$ cat config.mk
export PLATFORM = sky130hd
export DESIGN_NAME = led_display_arbiter
export DESIGN_NICKNAME = d
export VERILOG_FILES = /design/src/rtl/led_display_arbiter.sv
export SDC_FILE = /design/constraint.sdc
export NUM_CORES = 1
export LEC_CHECK = 0
export CAP_MARGIN = 30
export CORE_MARGIN = 2
export CORE_UTILIZATION = 46
export DETAILED_ROUTE_END_ITERATION = 10
export GPL_TIMING_DRIVEN = 0
export PLACE_DENSITY = 0.79
export SLEW_MARGIN = 20
export SYNTH_ARGS = -nofsm -noshare
export SYNTH_HDL_FRONTEND = slang
export SYNTH_SLANG_ARGS = --single-unit
$ cat constraint.sdc
create_clock -name CLK -period 2.7 [get_ports CLK]
set_clock_uncertainty 0.15 [all_clocks]
set_input_delay 0.54 -clock CLK [delete_from_list [all_inputs] [get_ports CLK]]
set_output_delay 0.54 -clock CLK [all_outputs]
set_load 0.1 [all_outputs]
$ cat src/rtl/led_display_arbiter.sv
// Round-robin owner of the shared 6-digit display; one dwell of HOLD_CYCLES per grant.
// Define LED_ARB_PRIO_EN to make source 0 urgent (preempts other owners).
module led_display_arbiter #(
    parameter int          NUM_SRC     = 4,
    parameter logic [23:0] HOLD_CYCLES = 24'd12000000,
    parameter int          CNT_W       = 24
) (
    input  logic                  CLK,
    input  logic                  RST_N,
    input  logic [NUM_SRC-1:0]    req,
    input  logic [NUM_SRC*24-1:0] src_data,
    input  logic [NUM_SRC*4-1:0]  src_dot,
    output logic [NUM_SRC-1:0]    grant,
    output logic [NUM_SRC-1:0]    served,
    output logic [23:0]           data_out,
    output logic [3:0]            dot_out,
    output logic                  busy
);
    localparam int IDX_W = (NUM_SRC > 1) ? $clog2(NUM_SRC) : 1;
    localparam logic [CNT_W-1:0] LAST = CNT_W'(HOLD_CYCLES - 24'd1);
    localparam logic [23:0] BLANK_D = 24'hFFFFFF;
    localparam logic [3:0]  BLANK_P = 4'hF;

    typedef enum logic {IDLE, HOLD} state_t;

    state_t             state_q, state_d;
    logic [CNT_W-1:0]   cnt_q, cnt_d;
    logic [IDX_W-1:0]   ptr_q, ptr_d;
    logic [IDX_W-1:0]   own_q, own_d;
    logic [NUM_SRC-1:0] grant_q, grant_d;
    logic [NUM_SRC-1:0] served_q, served_d;
    logic [23:0]        data_q, data_d;
    logic [3:0]         dot_q, dot_d;
    logic [IDX_W-1:0]   rr_idx, win;
    logic               start;

    logic [23:0] data_a [NUM_SRC];
    logic [3:0]  dot_a  [NUM_SRC];

    for (genvar g = 0; g < NUM_SRC; g++) begin : g_unpack
        assign data_a[g] = src_data[24*g +: 24];
        assign dot_a[g]  = src_dot[4*g +: 4];
    end

    // First requester strictly after the pointer, wrapping around.
    always_comb begin
        int  k;
        logic hit;
        rr_idx = '0;
        hit    = 1'b0;
        for (int i = 1; i <= NUM_SRC; i++) begin
            k = (int'(ptr_q) + i) % NUM_SRC;
            if (!hit && req[IDX_W'(k)]) begin
                hit    = 1'b1;
                rr_idx = IDX_W'(k);
            end
        end
    end

`ifdef LED_ARB_PRIO_EN
    logic [IDX_W-1:0] save_q, save_d;
    assign win = req[0] ? '0 : rr_idx;
`else
    assign win = rr_idx;
`endif

    always_comb begin
        state_d  = state_q;
        cnt_d    = cnt_q;
        ptr_d    = ptr_q;
        own_d    = own_q;
        grant_d  = grant_q;
        served_d = '0;
        data_d   = data_q;
        dot_d    = dot_q;
        start    = 1'b0;
`ifdef LED_ARB_PRIO_EN
        save_d   = save_q;
`endif
        unique case (state_q)
            IDLE: begin
                if (|req) begin
                    start = 1'b1;
                end else begin
                    grant_d = '0;
                    data_d  = BLANK_D;
                    dot_d   = BLANK_P;
                end
            end
            HOLD: begin
                cnt_d  = cnt_q + 1'b1;
                data_d = data_a[own_q];
                dot_d  = dot_a[own_q];
                if (cnt_q == LAST) begin
                    served_d[own_q] = 1'b1;
                    if (|req) begin
                        start = 1'b1;
                    end else begin
                        state_d = IDLE;
                        cnt_d   = '0;
                        grant_d = '0;
                        data_d  = BLANK_D;
                        dot_d   = BLANK_P;
                    end
                end
`ifdef LED_ARB_PRIO_EN
                // Preempted owner becomes the next round-robin candidate again.
                else if (req[0] && own_q != '0) begin
                    cnt_d   = '0;
                    own_d   = '0;
                    grant_d = '0;
                    grant_d[0] = 1'b1;
                    data_d  = data_a[0];
                    dot_d   = dot_a[0];
                    ptr_d   = save_q;
                end
`endif
            end
            default: state_d = IDLE;
        endcase

        if (start) begin
            state_d      = HOLD;
            cnt_d        = '0;
            own_d        = win;
            grant_d      = '0;
            grant_d[win] = 1'b1;
            data_d       = data_a[win];
            dot_d        = dot_a[win];
`ifdef LED_ARB_PRIO_EN
            if (win != '0) begin
                ptr_d  = win;
                save_d = ptr_q;
            end
`else
            ptr_d = win;
`endif
        end
    end

    always_ff @(posedge CLK or negedge RST_N) begin
        if (!RST_N) begin
            state_q  <= IDLE;
            cnt_q    <= '0;
            ptr_q    <= IDX_W'(NUM_SRC - 1);
            own_q    <= '0;
            grant_q  <= '0;
            served_q <= '0;
            data_q   <= BLANK_D;
            dot_q    <= BLANK_P;
`ifdef LED_ARB_PRIO_EN
            save_q   <= IDX_W'(NUM_SRC - 1);
`endif
        end else begin
            state_q  <= state_d;
            cnt_q    <= cnt_d;
            ptr_q    <= ptr_d;
            own_q    <= own_d;
            grant_q  <= grant_d;
            served_q <= served_d;
            data_q   <= data_d;
            dot_q    <= dot_d;
`ifdef LED_ARB_PRIO_EN
            save_q   <= save_d;
`endif
        end
    end

    assign grant    = grant_q;
    assign served   = served_q;
    assign data_out = data_q;
    assign dot_out  = dot_q;
    assign busy     = (state_q == HOLD);

endmodule
==> impl_metrics.env, run 1 <==
export IMPL_synth_compound_area_share_pct=17.1
export IMPL_power_density_nw_per_um2=472
export IMPL_dr_pass1_iters=5
export IMPL_die_area_um2=11800
export IMPL_antenna_found_initial=0
export IMPL_min_path_cells=1
export IMPL_finalCriticalPeriod_ns=2.61
export IMPL_nets=795
export IMPL_path_depth=1
export IMPL_n_fill_cell=850
export IMPL_synth_xor_area_share_pct=0.173
export IMPL_regToRegEndpoint="cnt_q[20]$_DFFE_PN0P_"
export IMPL_cts_tree="yes"
export IMPL_place_detailed_hpwl_mm=12.2
export IMPL_rows=38
export IMPL_path_class="reg2out"
export IMPL_layout_common_cells="nand3_1 (129), clkdlybuf4s50_1 (125), nor2_1 (36), dfrtp_1 (35), dfstp_2 (30)"
export IMPL_critPathMaxStageDelay_ns=1.15
export IMPL_final_common_cell="nand3_1"
export IMPL_tightestPinTransition_ns=1.02
export IMPL_worst_ep_required_time_ns=2.01
export IMPL_max_freq_mhz=383
export IMPL_avgViaCountPerCell=6.34
export IMPL_gr_usage_all_layers_pct=29.9
export IMPL_seq_area_frac_synth_pct=32.9
export IMPL_setup_viol=0
export IMPL_r2r_slack_ns=0.26
export IMPL_drc=0
export IMPL_synth_cell_types=60
export IMPL_r2r_start="cnt_q[0]$_DFFE_PN0P_"
export IMPL_diodes=0
export IMPL_synth_ff_latch_count=65
export IMPL_gp_congestion=0.913
export IMPL_area_growth_pct=38.6
export IMPL_synth_edf_count=0
export IMPL_synth_ff_type="dfrtp_1"
export IMPL_min_to="cnt_q[23]$_DFFE_PN0P_"
export IMPL_cp_end_kind="output port"
export IMPL_ys_async_sr_fraction_pct=100
export IMPL_cts_sinks=65
export IMPL_arrival_ns=1.92
export IMPL_outcome="finished clean"
export IMPL_finalMaxSlewViolations=0
export IMPL_stdcell_count=821
export IMPL_synth_top_family_by_area="simple AND/OR/NAND/NOR gates"
export IMPL_port_buffers=154
export IMPL_synthTopCellsByArea="dfrtp_1 (17%), dfstp_2 (16%), nand3_1 (13%)"
export IMPL_critPathSlowestCell="clkdlybuf4s50_1"
export IMPL_post_drt_wl_per_cell_um=20.9
export IMPL_slew_headroom_pct=32.0
export IMPL_grt_pass1_vias=5369
export IMPL_start_kind="flip-flop"
export IMPL_min_period_over_period_pct=96.7
export IMPL_crit_family="buffers and inverters"
export IMPL_grt_ovfl_total=0
export IMPL_vias=5208
export IMPL_netlist_area_leader_share_pct=17.3
export IMPL_synthSimpleGateAreaFrac_pct=23.8
export IMPL_synth_fa_ha_area_share_pct=0.248
export IMPL_die_h_um=109
export IMPL_total_power_mw=3.31
export IMPL_drv_cap=0
export IMPL_wl_mm=17.2
export IMPL_syn_area_um2=5050
export IMPL_hp_start="cnt_q[23]$_DFFE_PN0P_"
export IMPL_hold_path_class="reg2reg"
export IMPL_r2r_cells=7
export IMPL_drive_above_1_share_pct=25.7
export IMPL_dp_cells=802
export IMPL_cts_made_buffers=9
export IMPL_synthCells=507
export IMPL_core_area_um2=10800
export IMPL_crit_buf_inv=1
export IMPL_grt_max_degree=53
export IMPL_clock_latency_ns=0.37
export IMPL_hold_viol_final=0
export IMPL_drt_iter0_markers=376
export IMPL_htree_levels=3
export IMPL_peakVddDrop_uv=256
export IMPL_syn_nets=626
export IMPL_cts_buffer_depth=2
export IMPL_clockRootBuffer="clkbuf_8"
export IMPL_muxShareOfSynthArea_pct=20.0
export IMPL_yosysWarningCount=0
export IMPL_die_x_um=109
export IMPL_rsz0062_at_grt="false"
export IMPL_p_leak_nw=2.58
export IMPL_yosysTopAreaCell="dfrtp_1"
export IMPL_clkTransAtPathRegs_ns=0.09
export IMPL_io_pin_count=155
export IMPL_start_util_pct=46.8
export IMPL_syn_avg_cell_area_um2=9.97
export IMPL_ant_nets=0
export IMPL_crit_path_cell_trace="clkdlybuf4s50_1"
export IMPL_crit_fanout=3
export IMPL_grt_pass1_wl_mm=27.3
-- repair_timing --
action                                 CTS  global route
hold buffers                             1             0
cloned                                   0             0
endpoints found under the hold margin    8             0
gates resized for setup                 31            15
pin swaps                                0             1
setup buffers                            0             2
setup endpoints to repair               30            41
-- how the worst max path moves through the flow --
| stage | start | to | slack [ns] |
|---|---|---|---|
| floorplan | busy$_DFF_PN0_ | cnt_q[5]$_DFFE_PN0P_ | 0.33 |
| global route | req[0] | grant[1]$_DFFE_PN0P_ | 0.005 |
| global placement | RST_N | cnt_q[20]$_DFFE_PN0P_ | -1.35 |
| finish | busy$_DFF_PN0_ | busy | 0.09 |
| detailed placement | req[3] | data_out[0]$_DFFE_PN1P_ | -0.39 |
| CTS | req[0] | data_out[7]$_DFFE_PN1P_ | 0.005 |
-- flip-flops by register name (all words and copies together), names as in the netlist --
| signal | cells |
|---|---|
| busy | 1 |
| cnt_q | 24 |
| data_out | 24 |
| dot_out | 4 |
| grant | 4 |
| own_q | 2 |
| ptr_q | 2 |
| served | 4 |
-- cell usage after synthesis, types with 6 or more instances --
library cell and n:
a21oi_1 9, a41oi_2 28, buf_2 9, buf_6 7, clkbuf_1 27, dfrtp_1 35
dfstp_2 30, inv_1 9, mux2_2 29, mux4_2 28, nand2_1 20, nand3_1 129
nand4_1 6, nor2_1 36, nor3_1 9, o21ai_0 17, or3_1 6
-- report_power, final --
group,internal (mW),switching [mW]
registers,1.07,0.0219
clock network,0.455,0.454
logic,0.467,0.842
-- kinds of logic (layout without fill, tap and decap cells) --
kind of cell	count (synthesis)	count (layout)
and+or+nand+nor	231	231
AOI/OAI and AO/OA	88	88
DFF	65	65
muxes	62	62
buffers and inverters	59	233
adders and majority gates	1	1
xor gates and xnor gates	1	1
-- per-stage QoR --
step | instance area, um^2 | setup TNS (ns) | worst slack [ns] | hold slack (ns) | utilization [%]
after global placement | 6770 | -73.57 | -1.35 | 0.323 | 62.7
after CTS | 6980 | 0 | 0.00457 | 0.336 | 64.7
after global routing | 7010 | 0 | 0.00457 | 0.364 | 64.9
after detailed placement | 6800 | -13.68 | -0.387 | 0.266 | 63.0
after floorplan | 5050 | 0 | 0.329 | 0.0944 | -
final | 7010 | 0 | 0.0901 | 0.335 | 64.9
-- routing by layer --
layer	GRT usage [%]	share of wire, %	vias to the layer above
li1	-	-	2291
met1	39.8	40	2570
met2	48.4	49	318
met3	6.52	9.3	29
met4	10.4	1.7	0
met5	0	0	-
-- layout make-up --
class                   count  area [um^2]  share of cell area [%]
multi-input cells         383         3110                    44.3
plain buffers              50          270                    3.86
clock buffers              10          138                    1.96
well taps                 140          175                    2.50
repair buffers            158         1560                    22.2
flip-flops and latches     65         1660                    23.7
inverters                   9         33.8                   0.482
clock inverters             6         65.1                   0.928
No activity file was read; power rests on OpenSTA's default activity.
==> run 2: changes to the inputs <==
Settings changed: SLEW_MARGIN 20 to 15.
==> results of run 2 <==
Same layout as run 1: the final DEF is identical, and so are final timing and power.
==> run 3: changes to the inputs <==
Settings changed: HOLD_SLACK_MARGIN set to 0.03, SLEW_MARGIN 15 to not set.
Clock period 2.7 ns to 3.2 ns, I/O delays scaled along.
==> impl_metrics.env, run 3 (same netlist as run 1, synthesis figures left out) <==
export IMPL_r2r_cells=7
export IMPL_start_util_pct=46.8
export IMPL_hold_path_class="in2async"
export IMPL_worst_ep_required_time_ns=3.33
export IMPL_place_detailed_hpwl_mm=12.1
export IMPL_clkTransAtPathRegs_ns=0.09
export IMPL_rows=38
export IMPL_multi_input_area_um2=3100
export IMPL_core_area_um2=10800
export IMPL_die_h_um=109
export IMPL_setup_tns_ns=0
export IMPL_wl_mm=17.1
export IMPL_regArea_um2=1660
export IMPL_critPathSlowestCell="clkdlybuf4s50_1"
export IMPL_critPathMaxStageDelay_ns=0.61
export IMPL_drt_iter0_markers=417
export IMPL_drc=0
export IMPL_setup_viol=0
export IMPL_post_drt_wl_per_cell_um=20.9
export IMPL_crit_fanout=10
export IMPL_grt_pass1_vias=5455
export IMPL_clockRootBuffer="clkbuf_8"
export IMPL_hold_viol_final=0
export IMPL_antenna_found_initial=0
export IMPL_outcome="finished clean"
export IMPL_max_freq_mhz=350
export IMPL_die_area_um2=11800
export IMPL_cts_buffer_depth=2
export IMPL_fin_ws_ns=0.344
export IMPL_tightestPinTransition_ns=1.03
export IMPL_grt_pass1_wl_mm=27.0
export IMPL_cts_sinks=65
export IMPL_ant_nets=0
export IMPL_grt_max_degree=66
export IMPL_post_cts_buffers=0
export IMPL_ctsHoldBuffers=0
export IMPL_gp_congestion=0.913
export IMPL_crit_family="buffers and inverters"
export IMPL_cts_made_buffers=9
export IMPL_path_class="in2reg"
export IMPL_drive_above_1_share_pct=23.6
export IMPL_dr_pass1_iters=7
export IMPL_finalMaxSlewViolations=0
export IMPL_area_growth_pct=37.5
export IMPL_slew_headroom_pct=31.1
export IMPL_io_pin_count=155
export IMPL_clock_latency_ns=0.37
export IMPL_htree_levels=3
export IMPL_peakVddDrop_uv=259
export IMPL_cts_resized_gates=0
export IMPL_diodes=0
export IMPL_die_x_um=109
export IMPL_cts_tree="yes"
export IMPL_cp_end_kind="flip-flop"
export IMPL_avgViaCountPerCell=6.33
export IMPL_regToRegEndpoint="data_out[16]$_DFFE_PN1P_"
export IMPL_place_ws_ns=0.0322
export IMPL_rsz0062_at_grt="false"
export IMPL_nets=791
export IMPL_crit_path_cell_trace="clkdlybuf4s50_1 -> nand2b_1 -> o211ai_1 -> buf_2 -> buf_1 -> nand3_1 -> mux2_2 -> a41oi_2"
export IMPL_grt_ovfl_total=0
export IMPL_power_density_nw_per_um2=393
export IMPL_crit_buf_inv=3
export IMPL_port_buffers=154
export IMPL_arrival_ns=2.99
export IMPL_min_period_over_period_pct=89.2
export IMPL_n_fill_cell=873
export IMPL_gr_usage_all_layers_pct=29.7
export IMPL_r2r_slack_ns=0.67
export IMPL_p_leak_nw=2.47
export IMPL_finalCriticalPeriod_ns=2.86
export IMPL_vias=5171
export IMPL_layout_common_cells="clkdlybuf4s50_1 (153), nand3_1 (129), nor2_1 (36), dfrtp_1 (35), dfstp_2 (30)"
export IMPL_final_common_cell="clkdlybuf4s50_1"
export IMPL_start_kind="input pin"
export IMPL_r2r_start="ptr_q[0]$_DFFE_PN1P_"
export IMPL_drv_cap=0
[run 3: cell count changes in the layout (fill, tap and decap cells not counted), moves of 2 or more]
| cell | previous run | this run |
|---|---|---|
| clkbuf_2 | 10 | 1 |
| clkbuf_1 | 20 | 27 |
| buf_1 | 1 | 5 |
| dlygate4sd2_1 | 28 | 0 |
| clkdlybuf4s50_1 | 125 | 153 |
| buf_2 | 11 | 9 |
| buf_4 | 4 | 2 |
[run 3: through the flow]
stage / util, % / cell area (um^2) / power, mW / hold slack (ns) / std cells
2_1_floorplan: - / 5050 / 1.68 / 0.194 / 507
3_3_place_gp: 62.7 / 6770 / 2.03 / 0.323 / 801
3_5_place_dp: 62.7 / 6770 / 2.05 / 0.326 / 801
4_1_cts: 64.4 / 6950 / 2.73 / 0.281 / 817
5_1_grt: 64.4 / 6950 / 2.83 / 0.298 / 817
6_report: 64.4 / 6950 / 2.73 / 0.226 / 817
[run 3: routing by layer]
metal | track usage (%) | share of wire [%] | vias up | routed length [um]
met5 | 0 | 0 | - | 0
met4 | 12.6 | 2.9 | 0 | 495
met3 | 7.17 | 10 | 42 | 1710
met2 | 47.2 | 48 | 349 | 8200
met1 | 38.8 | 39 | 2507 | 6690
li1 | - | - | 2273 | -
[run 3: final cells by class]
| type | instances | area share (%) |
|---|---|---|
| Buffer | 50 | 3.69 |
| Clock inverter | 6 | 0.612 |
| Multi-Input combinational cell | 383 | 44.6 |
| Clock buffer | 10 | 1.98 |
| Tap cell | 140 | 2.52 |
| Timing Repair Buffer | 154 | 22.1 |
| Sequential cell | 65 | 23.9 |
| Inverter | 9 | 0.486 |
[run 3: worst register-to-register path, cell delays in order, from the launching register on]
cell	delay, ns
dfstp_2	0.55
nand2b_1	0.12
o22a_1	0.22
buf_2	0.27
buf_1	0.49
nand3_1	0.16
mux2_2	0.30
a41oi_2	0.20
[run 3: report_power, final]
| group | total, mW | leakage, nW | internal, mW | switching [mW] |
|---|---|---|---|---|
| Combinational | 1.12 | 1.66 | 0.417 | 0.708 |
| Sequential | 0.923 | 0.721 | 0.903 | 0.0204 |
| Clock | 0.683 | 0.0887 | 0.303 | 0.380 |
[run 3: how the worst max path moves through the flow]
| stage | from | endpoint | slack (ns) | cells after the start |
|---|---|---|---|---|
| final | req[3] | data_out[0]$_DFFE_PN1P_ | 0.34 | 8 |
| after global routing | req[3] | data_out[18]$_DFFE_PN1P_ | 0.12 | 8 |
| after CTS | data_out[12]$_DFFE_PN1P_ | data_out[12] | 0.36 | 1 |
| after detailed placement | req[3] | data_out[18]$_DFFE_PN1P_ | 0.03 | 7 |
| after global placement | RST_N | cnt_q[20]$_DFFE_PN0P_ | -0.95 | 1 |
| after floorplan | busy$_DFF_PN0_ | cnt_q[5]$_DFFE_PN0P_ | 0.83 | 5 |
==> edit 1, RTL diff (settings of run 1) <==
Build with the macro `LED_ARB_PRIO_EN` defined.
--- a/src/rtl/led_display_arbiter.sv
+++ b/src/rtl/led_display_arbiter.sv
@@ -2,2 +2,4 @@
 // Define LED_ARB_PRIO_EN to make source 0 urgent (preempts other owners).
+`define LED_ARB_PRIO_EN
+
 module led_display_arbiter #(
Check against the original RTL: not equivalent (a bounded check fails within 4 cycles, from zero or initial values and one cycle with RST_N low).
==> edit 1 against run 1 <==
Critical path type is now in2reg; clock power up 6.6%; power down 11%; critical endpoint is now cnt_q[23]$_DFFE_PN0P_; setup slack better by 6.5 ps; cell area down 5.2%; synthesized area down 7.8%; sequential share of layout area up 2.1 points; synthesized cell count up 10%; global-route usage up 0.62 points; sequential cell count up 2; via count up 4.4%; sequential power up 6%; wire length down 1.5%.
==> edit 1: results (changes against run 1) <==
- CTS placed an instance of clkbuf_8 at the clock tree root.
- The initial detailed-routing violation count is 513 (+36%).
- In the post-synthesis netlist, the biggest area contributors are dfrtp_1, dfstp_2, nand2_1.
- The main flop type after synthesis is dfrtp_1.
- The share of cell area taken by muxes after synthesis came to 7.79% (-12 points).
- The run finished with clean final reports.
- The compound-gate portion of the synthesized area is 27.1% (+9.9 points).
- The startpoint of the worst hold path is grant[2]$_DFFE_PN0P_.
- The fill cell instance count of the final layout is 822 (-3.3%).
- The worst register-to-register path ends at dot_out[3]$_DFFE_PN1P_.
- The fraction of layout cells with a size suffix above 1 came to 14.1% (-12 points).
- The setup slack of the most critical reg-to-reg path came to 180 ps (-80 ps).
- The maximum vdd drop is 310 µV (+21%).
- Ranked by instance count, the synthesized netlist is headed by nand2_1, nor2_1, a21oi_1, dfrtp_1, dfstp_2.
- The global-route wire length before repair is 26700 µm (-2.2%).
- The synthesized-area fraction occupied by xor and xnor cells is 2.44% (+2.3 points).
- At the later pin of the worst-skew pair, clock insertion delay measures 360 ps.
- The cell depth of the worst hold path was 2 (+1).
- The detailed-route vias per instance is 6.29 (-0.82%).
- The worst hold path terminates at grant[2]$_DFFE_PN0P_.
- The detailed placement HPWL is 12400 µm (+1.9%).
- The share of synthesized area occupied by flip-flops and latches was 36.9% (+3.9 points).
- The iteration count of the initial detailed-routing pass is 6 (+1).
- The largest fanout on the critical path is 7 (+4).
- The via count of the first global-routing pass is 5479 (+2.0%).
- The synthesized net count is 678 (+8.3%).
- The largest stage delay on the critical path is 610 ps (-540 ps).
- The global placer's final weighted congestion is 0.863 (-5.5%).
- The port buffer count is 154 (unchanged).
- The clock-pin transition on the worst setup and hold timing paths is 80 ps.
- The adder-cell area share of the yosys netlist is 0.269% (+0.021 points).
- The standby leakage power came to 2.69 nW (+4.5%).
- The combined flip-flop and latch cell area is 0.00172 mm² (+3.2%).
- The slew at the pin with the worst max-slew slack is 1030 ps (+8.70 ps).
- The data arrival time of the critical path was 2740 ps (+820 ps).
- The total cell area at the placement stage is 0.00638 mm² (-6.1%).
- The number of buffers inserted to repair setup after CTS was 0 (unchanged).
- The total routing resource utilization after global routing was 30.6% (+0.62 points).
- The number of distinct standard cells referenced by the synthesized netlist is 59 (-1.7%).
- The count of nets after finishing was 845 (+6.3%).
- The number of buffers added by the clock tree synthesis step was 9 (unchanged).
- The H-tree depth reported by CTS came to 3 (unchanged).
- The maximum number of pins on one net before global-route repair was 37 (-30%).
- The routed wirelength normalized by instance count is 19.6 µm (-6.4%).
- In this run the critical register-to-register path is launched from own_q[1]$_DFFE_PN0P_.
==> edit 1: cell types whose count changed in the layout (fill, tap and decap cells not counted), moves of 13 or more <==
cell,before,now
a211oi_1,0,14
a21oi_1,9,38
a221oi_1,0,14
a22oi_1,1,14
a32oi_1,0,15
a41oi_2,28,0
mux2_2,29,16
mux4_2,28,0
nand2_1,20,106
nand3_1,129,8
o22a_1,1,15
==> edit 1: layer usage <==
layer	up-vias	part of all wire, %	GRT usage, %
met1	2571	39	36.7
met5	-	0	0
met3	69	11	9.17
met2	400	47	49.8
li1	2396	-	-
met4	0	4.1	15.2
==> edit 1: cells by family (layout without fill, tap and decap cells) <==
kind of cell / Yosys count / in the layout
DFF: 67 / 67
AOI/OAI and AO/OA: 184 / 184
buffers and inverters: 51 / 223
adders and majority gates: 1 / 1
muxes: 34 / 34
xor gates and xnor gates: 13 / 13
and+or+nand+nor: 209 / 209
==> edit 1: worst max-delay path by stage <==
stage | start | end | cells after the start
after floorplan | busy$_DFF_PN0_ | cnt_q[23]$_DFFE_PN0P_ | 4
after detailed placement | req[0] | cnt_q[8]$_DFFE_PN0P_ | 7
final | req[2] | cnt_q[23]$_DFFE_PN0P_ | 7
after global routing | req[0] | cnt_q[8]$_DFFE_PN0P_ | 7
after CTS | data_out[23]$_DFFE_PN1P_ | data_out[23] | 1
after global placement | RST_N | busy$_DFF_PN0_ | 1
==> edit 1: power by group <==
group	internal [mW]	switching (mW)
clock	0.550	0.419
combinational	0.339	0.471
sequential	1.09	0.0703
==> edit 1: metrics by stage <==
step / instances / hold WS (ps) / setup WS, ps / TNS [ps]
finish: 864 / 339 / 96.5 / 0
floorplan: 559 / 94.4 / 122 / 0
global route: 864 / 385 / -70.8 / -142
global placement: 846 / 331 / -1290 / -86350
CTS: 864 / 338 / 0.251 / 0
detailed placement: 847 / 322 / -637 / -23750
==> edit 1: critical path, delay by kind of cell <==
family / cells / cell delay, ps
compound gates: 2 / 350
buf+inv: 2 / 800
simple gates: 3 / 1050
==> edit 1: area by class of cell <==
class	instances	area share (%)
Multi-Input combinational cell	441	41.0
Sequential cell	67	25.8
Buffer	44	3.41
Tap cell	133	2.50
Clock inverter	5	1.28
Timing Repair Buffer	156	23.4
Clock buffer	11	2.13
Inverter	7	0.395
==> edit 1: timing repair <==
item	in CTS	in global routing
pin swaps	0	0
resized for setup	34	22
hold endpoints to repair	29	0
hold buffers	1	0
cloned	0	0
setup endpoints to repair	61	42
==> edit 2, RTL diff (flow settings as in run 1) <==
Made on the original files. Make the reset (`RST_N`) synchronous in one clocked block.
--- a/src/rtl/led_display_arbiter.sv
+++ b/src/rtl/led_display_arbiter.sv
@@ -140,3 +140,3 @@
 
-    always_ff @(posedge CLK or negedge RST_N) begin
+    always_ff @(posedge CLK) begin
         if (!RST_N) begin
Check against the original RTL: differs if RST_N is asserted again (counterexample within 4 cycles, from zero or initial values and one cycle with RST_N low); with RST_N held inactive, the same outputs for 4 cycles.
==> edit 2 against run 1 <==
Setup slack worse by 23 ps; first-iteration DRC count down 48%; wire length down 17%; die area down 17%; cell area down 13%; sequential cell count unchanged; utilization up 4.3 points; power down 1.3%; synthesized area down 17%; largest cell class unchanged.
==> edit 2: results (changes against run 1) <==
- The run finished with clean final reports.
- The largest stage delay on the critical path is 540 ps (-610 ps).
- The total routing resource utilization after global routing is 28.0% (-1.9 points).
- The data arrival time of the critical path came to 2710 ps (+790 ps).
- The global placer's final weighted congestion is 0.877 (-3.9%).
- The proportion of cell area spent on the clock network is 3.22% (+0.33 points).
- The async set-or-reset flop fraction in the synthesized netlist is 0% (-100 points).
- The post-route fraction of the period consumed by the critical path is 97.5% (+0.85 points).
- The met3 track demand over resource is 6.32% (-0.19 points).
- The largest fanout on the critical path was 10 (+7).
- The fill cell instance count of the final layout is 681 (-20%).
- The total met2 wirelength after detailed routing is 7020 µm (-17%).
- The port buffer count is 153 (-0.65%).
- Sorting the synthesized cells by area gives the leading types as dfxtp_1, mux4_2, mux2i_1.
- The via count of the first global-routing pass came to 4068 (-24%).
- The setup slack of the most critical reg-to-reg path came to 120 ps (-140 ps).
- The combined flip-flop and latch cell area is 0.00130 mm² (-22%).
- The area of all placed cells without fillers came to 0.00607 mm² (-13%).
- The worst hold slack was 330 ps (-5.16 ps).
- The initial detailed-routing violation count is 195 (-48%).
- The latest clock arrival within the worst-skew pair is 350 ps (-20 ps).
- The routed wirelength normalized by instance count is 20.6 µm (-1.7%).
- The total cell area at the placement stage is 0.00585 mm² (-14%).
- The share of synthesized area occupied by flip-flops and latches is 31.2% (-1.7 points).
- dfxtp_1 is the most common cell in the netlist.
- The global-route wire length before repair is 21500 µm (-21%).
- The final-layout non-clock buffer area share is 28.3% (+2.2 points).
- The layout inverter count without the clock tree was 10 (+1).
-- edit 2: changes by cell type in the layout (fill, tap and decap cells not counted), moves of 9 or more --
cell / run 1 / this run
mux2_2: 29 / 2
o22a_1: 1 / 15
dfstp_2: 30 / 0
a41oi_2: 28 / 0
dlygate4sd2_1: 28 / 1
clkbuf_1: 20 / 11
xor2_1: 0 / 14
mux2i_1: 4 / 57
clkdlybuf4s50_1: 125 / 152
dfxtp_1: 0 / 65
nand3_1: 129 / 9
dfrtp_1: 35 / 0
-- edit 2: worst register-to-register path: stages (launching register included) --
cell	delay [ps]
dfxtp_1	420
ha_1	220
and4_1	230
buf_4	160
nand4_4	130
o21ai_4	270
and2_1	180
buf_6	150
nand2_4	90
buf_6	170
o32a_1	330
-- edit 2: worst paths after layout --
check                         from                        to  depth (start not counted)
min          grant[2]$_SDFFE_PN0P_     grant[2]$_SDFFE_PN0P_                          2
max reg2reg  cnt_q[0]$_SDFFE_PP0P_  data_out[6]$_SDFFE_PN1P_                         10
max                         req[0]  data_out[1]$_SDFFE_PN1P_                          7
min reg2reg  grant[2]$_SDFFE_PN0P_     grant[2]$_SDFFE_PN0P_                          2
-- edit 2: cell families after synthesis --
kind of cell	share of synthesized area (%)
mux	29.3
fa+ha+maj	0.300
compound gates	15.9
buf+inv	4.95
flops	31.2
xor+xnor	3.57
simple gates	14.8
-- edit 2: repair_timing --
action / in CTS / in global routing
cloned: 0 / 0
pin swaps: 0 / 0
gates resized for setup: 2 / 12
endpoints found under the setup margin: 9 / 41
-- edit 2: where the power goes --
group / internal [mW] / leakage (nW) / switching (mW)
sequential: 1.03 / 0.533 / 0.0317
combinational: 0.536 / 1.66 / 0.823
clock: 0.469 / 0.102 / 0.381
total: 2.03 / 2.30 / 1.24
